## src/rtl/operand_fetch_stage_if.sv

```systemverilog
// Bundle of issue, register-read, writeback-snoop and execute signals
// around the operand fetch stage. The stage connects through the slave
// modport. The environment (issue, read mux, writeback, execute) uses master.
interface operand_fetch_stage_if #(
  parameter int NUM_SRC = 2,
  parameter int TAG_W   = 7,
  parameter int DATA_W  = 32,
  parameter int OP_W    = 48,
  parameter int NUM_WB  = 2
);
  // issue side
  logic                        IN_flush;
  logic                        IN_valid;
  logic                        OUT_ready;
  logic [OP_W-1:0]             IN_op;
  logic [NUM_SRC*TAG_W-1:0]    IN_src_tag;
  // register-file read mux
  logic [NUM_SRC-1:0]          OUT_read_valid;
  logic [NUM_SRC*TAG_W-1:0]    OUT_read_tag;
  logic [NUM_SRC-1:0]          IN_read_ready;
  logic [NUM_SRC*DATA_W-1:0]   IN_read_data;
  // writeback snoop
  logic [NUM_WB-1:0]           IN_wb_valid;
  logic [NUM_WB*TAG_W-1:0]     IN_wb_tag;
  logic [NUM_WB*DATA_W-1:0]    IN_wb_data;
  // execute side
  logic                        OUT_valid;
  logic                        IN_out_ready;
  logic [OP_W-1:0]             OUT_op;
  logic [NUM_SRC*DATA_W-1:0]   OUT_src_data;
  logic                        OUT_starve;

  modport slave (
    input  IN_flush, IN_valid, IN_op, IN_src_tag, IN_read_ready, IN_read_data,
           IN_wb_valid, IN_wb_tag, IN_wb_data, IN_out_ready,
    output OUT_ready, OUT_read_valid, OUT_read_tag, OUT_valid, OUT_op,
           OUT_src_data, OUT_starve
  );

  modport master (
    output IN_flush, IN_valid, IN_op, IN_src_tag, IN_read_ready, IN_read_data,
           IN_wb_valid, IN_wb_tag, IN_wb_data, IN_out_ready,
    input  OUT_ready, OUT_read_valid, OUT_read_tag, OUT_valid, OUT_op,
           OUT_src_data, OUT_starve
  );
endinterface

```

## src/rtl/operand_fetch_stage.sv

```systemverilog
// Single-slot operand fetch stage. Holds one uop and fetches each source
// operand through its own virtual read port. Denied reads are retried. Data
// is captured the cycle after the grant. Writeback snoops can satisfy a pending
// operand early. The uop goes to execute once every operand is known.
module operand_fetch_stage #(
  parameter int NUM_SRC    = 2,
  parameter int TAG_W      = 7,
  parameter int DATA_W     = 32,
  parameter int OP_W       = 48,
  parameter int NUM_WB     = 2,
  parameter int STARVE_LIM = 8
) (
  input logic                  clk,
  input logic                  rst,
  operand_fetch_stage_if.slave bus
);

  // Per-source states: DONE = value known, REQ = must (re)request,
  // WAIT = granted last cycle, data arrives this cycle.
  localparam logic [1:0] S_DONE = 2'd0;
  localparam logic [1:0] S_REQ  = 2'd1;
  localparam logic [1:0] S_WAIT = 2'd2;

  localparam int               CNT_W   = $clog2(STARVE_LIM + 1);
  localparam logic [CNT_W-1:0] CNT_MAX = CNT_W'(STARVE_LIM);

  logic                 slot_q, slot_d;
  logic [OP_W-1:0]      op_q, op_d;
  logic [TAG_W-1:0]     tag_q  [NUM_SRC];
  logic [TAG_W-1:0]     tag_d  [NUM_SRC];
  logic [1:0]           st_q   [NUM_SRC];
  logic [1:0]           st_d   [NUM_SRC];
  logic [DATA_W-1:0]    data_q [NUM_SRC];
  logic [DATA_W-1:0]    data_d [NUM_SRC];
  logic [CNT_W-1:0]     cnt_q  [NUM_SRC];
  logic [CNT_W-1:0]     cnt_d  [NUM_SRC];
  logic                 starve_q, starve_d;

  logic                 byp_hit  [NUM_SRC];
  logic [DATA_W-1:0]    byp_data [NUM_SRC];
  logic                 all_done;
  logic                 out_valid;
  logic                 out_ready;
  logic                 accept;
  logic                 retire;

  // Writeback match per pending source. The descending scan leaves the lowest port as winner.
  always_comb begin
    for (int i = 0; i < NUM_SRC; i++) begin
      // NOTE: every combinational output gets a default before any branch, so no latch is inferred.
      byp_hit[i]  = 1'b0;
      byp_data[i] = '0;
      for (int k = NUM_WB - 1; k >= 0; k--) begin
        if (st_q[i] != S_DONE && bus.IN_wb_valid[k] &&
            bus.IN_wb_tag[k*TAG_W +: TAG_W] == tag_q[i]) begin
          byp_hit[i]  = 1'b1;
          byp_data[i] = bus.IN_wb_data[k*DATA_W +: DATA_W];
        end
      end
    end
  end

  // Handshake and read-request outputs.
  always_comb begin
    all_done = 1'b1;
    bus.OUT_read_valid = '0;
    bus.OUT_read_tag   = '0;
    bus.OUT_src_data   = '0;
    for (int i = 0; i < NUM_SRC; i++) begin
      if (st_q[i] != S_DONE) all_done = 1'b0;
      bus.OUT_read_valid[i] = slot_q && st_q[i] == S_REQ && !byp_hit[i];
      bus.OUT_read_tag[i*TAG_W +: TAG_W]   = tag_q[i];
      bus.OUT_src_data[i*DATA_W +: DATA_W] = data_q[i];
    end
    out_valid = slot_q && all_done;
    out_ready = !bus.IN_flush && (!slot_q || (out_valid && bus.IN_out_ready));
    accept    = bus.IN_valid && out_ready;
    retire    = out_valid && bus.IN_out_ready;
  end

  assign bus.OUT_valid  = out_valid;
  assign bus.OUT_ready  = out_ready;
  assign bus.OUT_op     = op_q;
  assign bus.OUT_starve = starve_q;

  // Next-state: flush, then accept, then retire, then per-source progress.
  always_comb begin
    slot_d   = slot_q;
    op_d     = op_q;
    starve_d = 1'b0;
    for (int i = 0; i < NUM_SRC; i++) begin
      tag_d[i]  = tag_q[i];
      st_d[i]   = st_q[i];
      data_d[i] = data_q[i];
      cnt_d[i]  = cnt_q[i];
    end

    if (bus.IN_flush) begin
      slot_d = 1'b0;
      for (int i = 0; i < NUM_SRC; i++) begin
        st_d[i]  = S_DONE;
        cnt_d[i] = '0;
      end
    end else if (accept) begin
      slot_d = 1'b1;
      op_d   = bus.IN_op;
      for (int i = 0; i < NUM_SRC; i++) begin
        tag_d[i]  = bus.IN_src_tag[i*TAG_W +: TAG_W];
        st_d[i]   = (tag_d[i] == '0) ? S_DONE : S_REQ;
        data_d[i] = '0;
        cnt_d[i]  = '0;
      end
    end else if (retire) begin
      slot_d = 1'b0;
    end else begin
      for (int i = 0; i < NUM_SRC; i++) begin
        if (byp_hit[i]) begin
          st_d[i]   = S_DONE;
          data_d[i] = byp_data[i];
          cnt_d[i]  = '0;
        end else if (st_q[i] == S_WAIT) begin
          st_d[i]   = S_DONE;
          data_d[i] = bus.IN_read_data[i*DATA_W +: DATA_W];
        end else if (st_q[i] == S_REQ) begin
          if (bus.IN_read_ready[i]) begin
            st_d[i]  = S_WAIT;
            cnt_d[i] = '0;
          end else if (cnt_q[i] != CNT_MAX) begin
            cnt_d[i] = cnt_q[i] + CNT_W'(1);
          end
        end
      end
    end

    for (int i = 0; i < NUM_SRC; i++) begin
      if (cnt_d[i] >= CNT_MAX) starve_d = 1'b1;
    end
  end

  // State registers with asynchronous reset to an empty slot.
  always_ff @(posedge clk or posedge rst) begin
    if (rst) begin
      slot_q   <= 1'b0;
      op_q     <= '0;
      starve_q <= 1'b0;
      for (int i = 0; i < NUM_SRC; i++) begin
        tag_q[i]  <= '0;
        st_q[i]   <= S_DONE;
        data_q[i] <= '0;
        cnt_q[i]  <= '0;
      end
    end else begin
      // NOTE: sequential state uses non-blocking assignment, so every register samples pre-edge values.
      slot_q   <= slot_d;
      op_q     <= op_d;
      starve_q <= starve_d;
      for (int i = 0; i < NUM_SRC; i++) begin
        tag_q[i]  <= tag_d[i];
        st_q[i]   <= st_d[i];
        data_q[i] <= data_d[i];
        cnt_q[i]  <= cnt_d[i];
      end
    end
  end

endmodule
```

## src/flat_wrapper.sv

```systemverilog
// flat-port wrapper written by rule: the top's interface ports become plain ports
module operand_fetch_stage_flat 
#(
  parameter int NUM_SRC    = 2,
  parameter int TAG_W      = 7,
  parameter int DATA_W     = 32,
  parameter int OP_W       = 48,
  parameter int NUM_WB     = 2,
  parameter int STARVE_LIM = 8
)
  (clk, rst, bus_IN_flush, bus_IN_valid, bus_IN_op, bus_IN_src_tag, bus_IN_read_ready, bus_IN_read_data, bus_IN_wb_valid, bus_IN_wb_tag, bus_IN_wb_data, bus_IN_out_ready, bus_OUT_ready, bus_OUT_read_valid, bus_OUT_read_tag, bus_OUT_valid, bus_OUT_op, bus_OUT_src_data, bus_OUT_starve);
  operand_fetch_stage_if #(.NUM_SRC(NUM_SRC), .TAG_W(TAG_W), .DATA_W(DATA_W), .OP_W(OP_W), .NUM_WB(NUM_WB)) bus_i ();
  input logic clk;
  input logic rst;
  input wire logic [$bits(bus_i.IN_flush)-1:0] bus_IN_flush;
  input wire logic [$bits(bus_i.IN_valid)-1:0] bus_IN_valid;
  input wire logic [$bits(bus_i.IN_op)-1:0] bus_IN_op;
  input wire logic [$bits(bus_i.IN_src_tag)-1:0] bus_IN_src_tag;
  input wire logic [$bits(bus_i.IN_read_ready)-1:0] bus_IN_read_ready;
  input wire logic [$bits(bus_i.IN_read_data)-1:0] bus_IN_read_data;
  input wire logic [$bits(bus_i.IN_wb_valid)-1:0] bus_IN_wb_valid;
  input wire logic [$bits(bus_i.IN_wb_tag)-1:0] bus_IN_wb_tag;
  input wire logic [$bits(bus_i.IN_wb_data)-1:0] bus_IN_wb_data;
  input wire logic [$bits(bus_i.IN_out_ready)-1:0] bus_IN_out_ready;
  output wire logic [$bits(bus_i.OUT_ready)-1:0] bus_OUT_ready;
  output wire logic [$bits(bus_i.OUT_read_valid)-1:0] bus_OUT_read_valid;
  output wire logic [$bits(bus_i.OUT_read_tag)-1:0] bus_OUT_read_tag;
  output wire logic [$bits(bus_i.OUT_valid)-1:0] bus_OUT_valid;
  output wire logic [$bits(bus_i.OUT_op)-1:0] bus_OUT_op;
  output wire logic [$bits(bus_i.OUT_src_data)-1:0] bus_OUT_src_data;
  output wire logic [$bits(bus_i.OUT_starve)-1:0] bus_OUT_starve;
  assign bus_i.IN_flush = bus_IN_flush;
  assign bus_i.IN_valid = bus_IN_valid;
  assign bus_i.IN_op = bus_IN_op;
  assign bus_i.IN_src_tag = bus_IN_src_tag;
  assign bus_i.IN_read_ready = bus_IN_read_ready;
  assign bus_i.IN_read_data = bus_IN_read_data;
  assign bus_i.IN_wb_valid = bus_IN_wb_valid;
  assign bus_i.IN_wb_tag = bus_IN_wb_tag;
  assign bus_i.IN_wb_data = bus_IN_wb_data;
  assign bus_i.IN_out_ready = bus_IN_out_ready;
  assign bus_OUT_ready = bus_i.OUT_ready;
  assign bus_OUT_read_valid = bus_i.OUT_read_valid;
  assign bus_OUT_read_tag = bus_i.OUT_read_tag;
  assign bus_OUT_valid = bus_i.OUT_valid;
  assign bus_OUT_op = bus_i.OUT_op;
  assign bus_OUT_src_data = bus_i.OUT_src_data;
  assign bus_OUT_starve = bus_i.OUT_starve;
  operand_fetch_stage #(.NUM_SRC(NUM_SRC), .TAG_W(TAG_W), .DATA_W(DATA_W), .OP_W(OP_W), .NUM_WB(NUM_WB), .STARVE_LIM(STARVE_LIM)) u_core (.clk(clk), .rst(rst), .bus(bus_i));
endmodule
```

## config.mk

```make
export PLATFORM = sky130hd
export DESIGN_NAME = operand_fetch_stage_flat
export DESIGN_NICKNAME = d
export VERILOG_FILES = /design/src/rtl/operand_fetch_stage_if.sv /design/src/rtl/operand_fetch_stage.sv /design/src/flat_wrapper.sv
export SDC_FILE = /design/constraint.sdc
export NUM_CORES = 1
export LEC_CHECK = 0
export ABC_CLOCK_PERIOD_IN_PS = 8200
export CORE_ASPECT_RATIO = 0.8
export CORE_MARGIN = 4
export CORE_UTILIZATION = 30
export CTS_CLUSTER_SIZE = 20
export DETAILED_ROUTE_END_ITERATION = 16
export MAX_ROUTING_LAYER = met4
export SKIP_CTS_REPAIR_TIMING = 1
export SYNTH_ARGS = -nofsm -noshare
export SYNTH_HDL_FRONTEND = slang
export SYNTH_SLANG_ARGS = --single-unit
```

## constraint.sdc

```tcl
create_clock -name clk -period 8.2 [get_ports clk]
set_input_delay 1.64 -clock clk [delete_from_list [all_inputs] [get_ports clk]]
set_output_delay 1.64 -clock clk [all_outputs]
set_load 0.02 [all_outputs]
```

# Word-level counts from Yosys, hierarchy flattened
# Cells that the tools add are included.
[op_classes] add_sub_neg=2 multipliers=0 n_div=0 n_lt_le_gt_ge=2 n_eq_ne=12 shift=0 n_mux=47 bitwise=1 n_reduce_logical=37
[op_table] operator="$mux W32" n=8
[op_table] operator="$mux W64" n=2
[op_table] operator="$mux W4" n=13
[op_table] operator="$eq A7 B7 Y1" n=4
[op_table] operator="$mux W8" n=3
[op_table] operator="$reduce_bool A5 Y1" n=4
[op_table] operator="$logic_and A1 B1 Y1" n=16
[op_table] operator="$mux W2" n=8
[op_table] operator="$logic_not A7 Y1" n=2
[op_table] operator="$mux W1" n=13
[op_table] operator="$reduce_and A3 Y1" n=4
[op_table] operator="$reduce_bool A3 Y1" n=3
[op_table] operator="$add A4 B1 Y4 const B" n=2
[op_table] operator="$ge A4 B4 Y1 const B" n=2
[op_table] operator="$ne A4 B4 Y1 const B" n=2
[op_table] operator="$eq A2 B1 Y1 const B" n=2
[op_table] operator="$eq A2 B2 Y1 const B" n=2
[op_table] operator="$logic_not A1 Y1" n=4
[op_table] operator="$reduce_bool A2 Y1" n=2
[op_table] operator="$ne A3 B2 Y1 const B" n=1
[op_table] operator="$ne A2 B1 Y1 const B" n=1
[op_table] operator="$reduce_and A2 Y1" n=1
[op_table] operator="$logic_or A1 B1 Y1" n=1
[op_table] operator="$not A1 Y1" n=1
[word_totals] register_bits=140 latchBits=0 ramBits=0 mem_bits_ro=0 input_bits=213 output_inout_bits=131 word_cells=112 mem_count=0

# Logic depth before layout (Yosys ltp)
# Gate-level depths: netlist of run 1.
[logic_depth] word_depth=13 mapped_depth=8 ltp_nobuf=6

# Worst setup path before layout of run 1
# OpenSTA, ideal clock, no wires.
[synth_path] path_type="input-to-output" from="in bus_IN_wb_tag[8]" to="out bus_OUT_read_valid[0]" arrival_ns=3.200 required_ns=6.560 path_slack_ns=3.360 path_stages=6 path_buffers=2 cell_sequence="xor2_1 nor3_1 and4_1 clkbuf_1 clkbuf_1 nor4b_1"
[synth_between] elab_chain_cells=6
[synth_rtl] element="start: declaration" line="flat_wrapper.sv:22" source="input wire logic [$bits(bus_i.IN_wb_tag)-1:0] bus_IN_wb_tag;"
[synth_rtl] element="$eq A7 B7 Y1" line="operand_fetch_stage.sv:55" source="bus.IN_wb_tag[k*TAG_W +: TAG_W] == tag_q[i]) begin"
[synth_rtl] element="$logic_and A1 B1 Y1" line="operand_fetch_stage.sv:54" source="if (st_q[i] != S_DONE && bus.IN_wb_valid[k] &&"
[synth_rtl] element="$mux W1 (2 in a row)" line="operand_fetch_stage.sv:54"
[synth_rtl] element="$logic_not A1 Y1" line="operand_fetch_stage.sv:71" source="bus.OUT_read_valid[i] = slot_q && st_q[i] == S_REQ && !byp_hit[i];"
[synth_rtl] element="$logic_and A1 B1 Y1" line="operand_fetch_stage.sv:71"
[synth_rtl] element="end: declaration" line="flat_wrapper.sv:26" source="output wire logic [$bits(bus_i.OUT_read_valid)-1:0] bus_OUT_read_valid;"
# No other way between the ends.

# Worst setup path after layout of run 1
[layout_path] from="in bus_IN_wb_tag[9]" to="out bus_OUT_read_valid[1]"
# Same word-level chain as after synthesis.

==> results of run 1 <==
## final cells by class
type                       count  area (sq um)  area share
clock buffer                  18           429      0.0364
inverter                      10          42.5     0.00361
multi-input combinational    516          3710       0.315
timing repair buffer         353          3510       0.298
clock inverter                14           184      0.0156
sequential                   140          3500       0.297
tap                          318           398      0.0338
## metal layers
metal  GRT usage  vias to the layer above
met5           -                        -
met4      0.0495                        0
met3      0.0734                       27
met2       0.314                      271
met1       0.262                     3332
li1            -                     3251
## stage by stage
step | power [mW] | hold slack [ps]
5_1_grt | 2.54 | 482
6_report | 2.43 | 476
3_5_place_dp | 1.63 | 465
4_1_cts | 2.47 | 480
3_3_place_gp | 1.62 | 457
2_1_floorplan | 1.21 | 550
## layout by cell type, fill, tap and decap left out, drive strengths merged, types with 5 or more instances in the layout
cell type | netlist | final
mux2i | 31 | 31
nor4 | 5 | 5
nor3 | 8 | 8
nor2 | 113 | 113
a21oi | 7 | 7
buf | 20 | 10
o21ai | 9 | 9
a21o | 32 | 32
a211oi | 31 | 31
xnor2 | 17 | 17
o31ai | 33 | 33
clkdlybuf4s50 | 0 | 343
clkbuf | 32 | 18
xor2 | 11 | 11
or4 | 5 | 5
inv | 10 | 15
mux2 | 62 | 62
clkinv | 0 | 5
a2111oi | 32 | 32
nand2 | 77 | 77
dfrtp | 140 | 140
## cells by family after synthesis
| kind of cell | Yosys count | share of synthesized area |
|---|---|---|
| xor+xnor | 28 | 0.0328 |
| flops | 140 | 0.469 |
| buf+inv | 62 | 0.0385 |
| mux | 93 | 0.135 |
| compound gates | 159 | 0.180 |
| fa+ha+maj | 4 | 0.00670 |
| simple gates | 232 | 0.138 |
## worst max-delay path by stage
stage / slack, ps / cells past startpoint / from / endpoint
2_1_floorplan: 2810 / 1 / rst / u_core.bus.OUT_op[0]$_DFFE_PP0P_
3_3_place_gp: 2560 / 7 / bus_IN_wb_tag[11] / bus_OUT_read_valid[1]
3_5_place_dp: 2530 / 7 / bus_IN_wb_tag[9] / bus_OUT_read_valid[1]
4_1_cts: 2520 / 7 / bus_IN_wb_tag[9] / bus_OUT_read_valid[1]
5_1_grt: 2420 / 7 / bus_IN_wb_tag[8] / bus_OUT_read_valid[0]
6_report: 2540 / 7 / bus_IN_wb_tag[9] / bus_OUT_read_valid[1]
## worst register-to-register path, stage by stage, from the launching register on
cell	delay (ps)
dfrtp_1	440
nor4_2	370
a21boi_2	160
nor3_4	210
buf_4	440
buf_4	830
o41ai_1	400
o31ai_1	150
## state kept, by name, indices dropped and copies added, names as in the netlist
signal / cells
u_core.cnt_q: 8
u_core.bus.OUT_read_tag: 14
u_core.st_q: 4
u_core.bus.OUT_starve: 1
u_core.bus.OUT_src_data: 64
u_core.bus.OUT_op: 48
u_core.slot_q: 1
## where the power goes
group	leakage (nW)	internal [mW]	switching, mW
sequential	1.77	0.801	0.0821
combinational	2.71	0.385	0.342
clock	0.298	0.487	0.333
total	4.77	1.67	0.758
==> flow_summary.ini, run 1 <==
[placement]
dp_slack_ps = 2530
dp_cells = 1337
port_buffers = 343
globalplace.congestion = 0.865
placedInstanceArea_sq_um = 11200
dp_hpwl_um = 20300

[grt]
grt_pass1_wl_um = 42000
grt_max_degree = 77
grt_usage = 0.205
grt_pass1_vias = 7214
grt_antenna_before_repair = 0
grt_overflow = 0

[die]
rows = 51
die_h_um = 149
start_util = 0.306
core_area_sq_um = 24400
ios = 344
die_w_um = 184
dieArea_sq_um = 27500

[worst_hold_path]
hold_path_class = register to register
whs_endpoint = u_core.bus.OUT_src_data[36]$_DFFE_PP0P_
whs_path_depth = 1
min_from = u_core.bus.OUT_src_data[36]$_DFFE_PP0P_

[setup_path]
arrival_ps = 4020
path_buf_inv = 3
cp_top_family = buffers and inverters
crit_slowest_cell = buf_4
r2r-start = u_core.st_q[3]$_DFFE_PP0P_
crit_path_max_fanout = 34
end_kind = output port
startpoint_type = primary input
r2r_slack_ps = 5120
cp_common_cell = clkdlybuf4s50_1
crit_type = primary input to output port
crit_path_max_incr_delay_ps = 590
crit_chain = clkdlybuf4s50_1 -> xnor2_1 -> nand4_1 -> nor4_4 -> buf_4 -> nor4b_1 -> clkdlybuf4s50_1
worstPathRequired_ps = 6560
rr_endpoint = u_core.st_q[2]$_DFFE_PP0P_
r2r_cells = 7

[timing]
fin_crit_sh = 0.691
hold_violations = 0
max_freq_mhz = 177
setup_viol = 0
tightest_slew_ps = 976
totalNegativeSetupSlack_ps = 0
worst_slack_ps = 2540
maxSlewViolCount = 0
rsz0062_at_grt = no
clock_skew_ps = 14.1
relSlewSlack = 0.349
min_period_ps = 5660

[synthesis]
synth.net_count = 935
ys_seq_area_frac = 0.469
syn_avg_cell_area_sq_um = 10.4
yosysTopAreaCell = dfrtp_1
syn_area_sq_um = 7470
synth_area_leaders = dfrtp_1 47%, mux2_2 9.3%, nor2_1 5.7%, mux2i_1 4.2%, nand2_1 3.9%
ys_types = 52
synth_edf_count = 0
synthTopCellsByCount = 140 x dfrtp_1, 113 x nor2_1, 77 x nand2_1
ys.flop_type = dfrtp_1
synth_seq_cells = 140
synth_top_area_frac = 0.469
yosys_warnings = 0
yosysMostFrequentCell = dfrtp_1
syn_inst = 718
async_reset_ff_frac = 1.00

[detailed_routing]
wl_um = 28300
ant_nets = 0
drt-met1-wl_um = 12300
drt_first_pass_iters = 5
dr_wl_met3_um = 2600
wl_met2_um = 13000
post-route-drc-count = 0
top_layer = met4
vias_per_cell = 5.03
vias = 6881
post_drt_wl_per_cell_um = 20.7
dr.first_iter.drc_count = 351

[clock_network]
cts_buffers = 17
ctsHtreeMaxLevel = 4
root_buffer = clkbuf_16
clk_pin_slew_ps = 60
cts.sinks = 140
clockBufferDepth = 2
cts_tree = done
clock_latency_ps = 420

[final_layout]
drive_gt1_frac = 0.127
syn_to_final_growth_pct = 57.7
n_antenna_cell = 0
fin_util = 0.482
final_net_count = 1255
stdcell_count = 1369
fillers = 2296
final_cell_area_sq_um = 11800

[power]
pwr_density_cell_nw_per_um2 = 206
p_leak_nw = 4.77
ir_drop_mv = 0.143

[job]
cap_violations = 0

[outcome]
status = finished, final reports clean
(Power assumes the default switching activity.)
==> run 2: changes to the inputs <==
--- a/config.mk
+++ b/config.mk
@@ -5,7 +5,7 @@
 export SDC_FILE = /design/constraint.sdc
 export NUM_CORES = 1
 export LEC_CHECK = 0
-export ABC_CLOCK_PERIOD_IN_PS = 8200
+export ABC_CLOCK_PERIOD_IN_PS = 5330
 export CORE_ASPECT_RATIO = 0.8
 export CORE_MARGIN = 4
 export CORE_UTILIZATION = 30
==> constraint.sdc (replaced) <==
create_clock -name clk -period 5.33 [get_ports clk]
set_input_delay 1.066 -clock clk [delete_from_list [all_inputs] [get_ports clk]]
set_output_delay 1.066 -clock clk [all_outputs]
set_load 0.02 [all_outputs]
==> run 2 against run 1 <==
Net effect:
- final cell count up 0.15%
- die area unchanged
- sequential share of layout area about the same
- clock power up 49%
- largest cell class unchanged
- first-iteration DRC count down 15%
- highest routed layer unchanged
==> flow_summary.ini, run 2 (same netlist as run 1, synthesis figures left out) <==
[outcome]
status = finished, final reports clean

[clock_network]
clk_pin_slew_ps = 60
clockBufferDepth = 2
root_buffer = clkbuf_16
cts_buffers = 17
cts.sinks = 140
cts_tree = done
ctsHtreeMaxLevel = 4
clock_latency_ps = 430

[die]
start_util = 0.306
rows = 51
core_area_sq_um = 24400
die_w_um = 184
die_h_um = 149
dieArea_sq_um = 27500
ios = 344

[worst_hold_path]
min_from = u_core.bus.OUT_src_data[27]$_DFFE_PP0P_
whs_path_depth = 2
hold_path_class = register to register

[timing]
hold_violations = 0
max_freq_mhz = 234
fin_crit_sh = 0.800
clock_skew_ps = 18.4
totalNegativeSetupSlack_ps = 0
tightest_slew_ps = 1010
worst_slack_ps = 1060
min_period_ps = 4270
maxSlewViolCount = 0
relSlewSlack = 0.327
hold_slack_ps = 474
setup_viol = 0
rsz0062_at_grt = no

[final_layout]
stdcell_count = 1371
mostFrequentLayoutCell = clkdlybuf4s50_1
fillers = 2305
largest_reg_flops = 64
final_net_count = 1255
multi_input_area_sq_um = 3710
syn_to_final_growth_pct = 57.9
drive_gt1_frac = 0.128
final_cell_mix = 343 x clkdlybuf4s50_1, 140 x dfrtp_1, 112 x nor2_1
final_cell_area_sq_um = 11800
regArea_sq_um = 3500

[detailed_routing]
ant_nets = 0
wl_um = 28000
dr.first_iter.drc_count = 300
vias_per_cell = 4.97
drt_first_pass_iters = 4
post-route-drc-count = 0
vias = 6808
post_drt_wl_per_cell_um = 20.4

[setup_path]
end_kind = output port
worstPathRequired_ps = 4260
endpoint = bus_OUT_read_valid[0]
r2r_slack_ps = 2310
arrival_ps = 3200
crit_path_max_fanout = 2
r2r_cells = 7
r2r-start = u_core.st_q[3]$_DFFE_PP0P_
startpoint_type = primary input
crit_type = primary input to output port
rr_endpoint = u_core.st_q[2]$_DFFE_PP0P_
critPathLaunch = bus_IN_wb_tag[8]

[grt]
grt_antenna_before_repair = 1
grt_overflow = 0
grt_usage = 0.205
grt_max_degree = 77
grt_pass1_wl_um = 41700
grt_pass1_vias = 7125

[job]
cap_violations = 0

[placement]
port_buffers = 343
dp_hpwl_um = 20000
dp_cells = 1337
globalplace.congestion = 0.806
dp_slack_ps = 1060
placedInstanceArea_sq_um = 11200

[power]
ir_drop_mv = 0.157
p_leak_nw = 4.78
pwr_density_cell_nw_per_um2 = 313
run 2: worst min-delay path by stage:
stage	slack (ps)	endpoint
5_1_grt	480	u_core.bus.OUT_src_data[60]$_DFFE_PP0P_
2_1_floorplan	550	u_core.cnt_q[7]$_DFF_PP0_
3_3_place_gp	460	u_core.bus.OUT_src_data[57]$_DFFE_PP0P_
4_1_cts	480	u_core.bus.OUT_src_data[62]$_DFFE_PP0P_
6_report	470	u_core.bus.OUT_src_data[27]$_DFFE_PP0P_
3_5_place_dp	460	u_core.bus.OUT_src_data[57]$_DFFE_PP0P_
run 2: stage by stage:
stage / util / power (mW)
2_1_floorplan: - / 1.86
3_3_place_gp: 0.458 / 2.50
3_5_place_dp: 0.458 / 2.50
4_1_cts: 0.482 / 3.75
5_1_grt: 0.482 / 3.87
6_report: 0.482 / 3.69
run 2: power breakdown:
| group | internal (mW) | switching (mW) |
|---|---|---|
| Clock | 0.672 | 0.547 |
| Combinational | 0.593 | 0.525 |
| Sequential | 1.23 | 0.123 |
run 2: critical path, stage by stage:
cell,delay [ps]
clkdlybuf4s50_1,520
xor2_1,200
nor3_1,60
and4_2,260
nor4b_1,330
clkdlybuf4s50_1,760
run 2: cell type report:
cell class | count | share of cell area
Multi-Input combinational cell | 516 | 0.315
Timing Repair Buffer | 353 | 0.300
Sequential cell | 140 | 0.297
Clock buffer | 17 | 0.0361
Tap cell | 318 | 0.0337
Clock inverter | 15 | 0.0144
Inverter | 10 | 0.00361
Antenna cell | 2 | 0.000424
run 2: routing by layer:
metal	global-route usage	wire length, um	vias up
li1	-	-	3247
met1	0.260	12200	3279
met2	0.315	13000	255
met3	0.0705	2360	27
met4	0.0573	427	0
met5	-	0	-
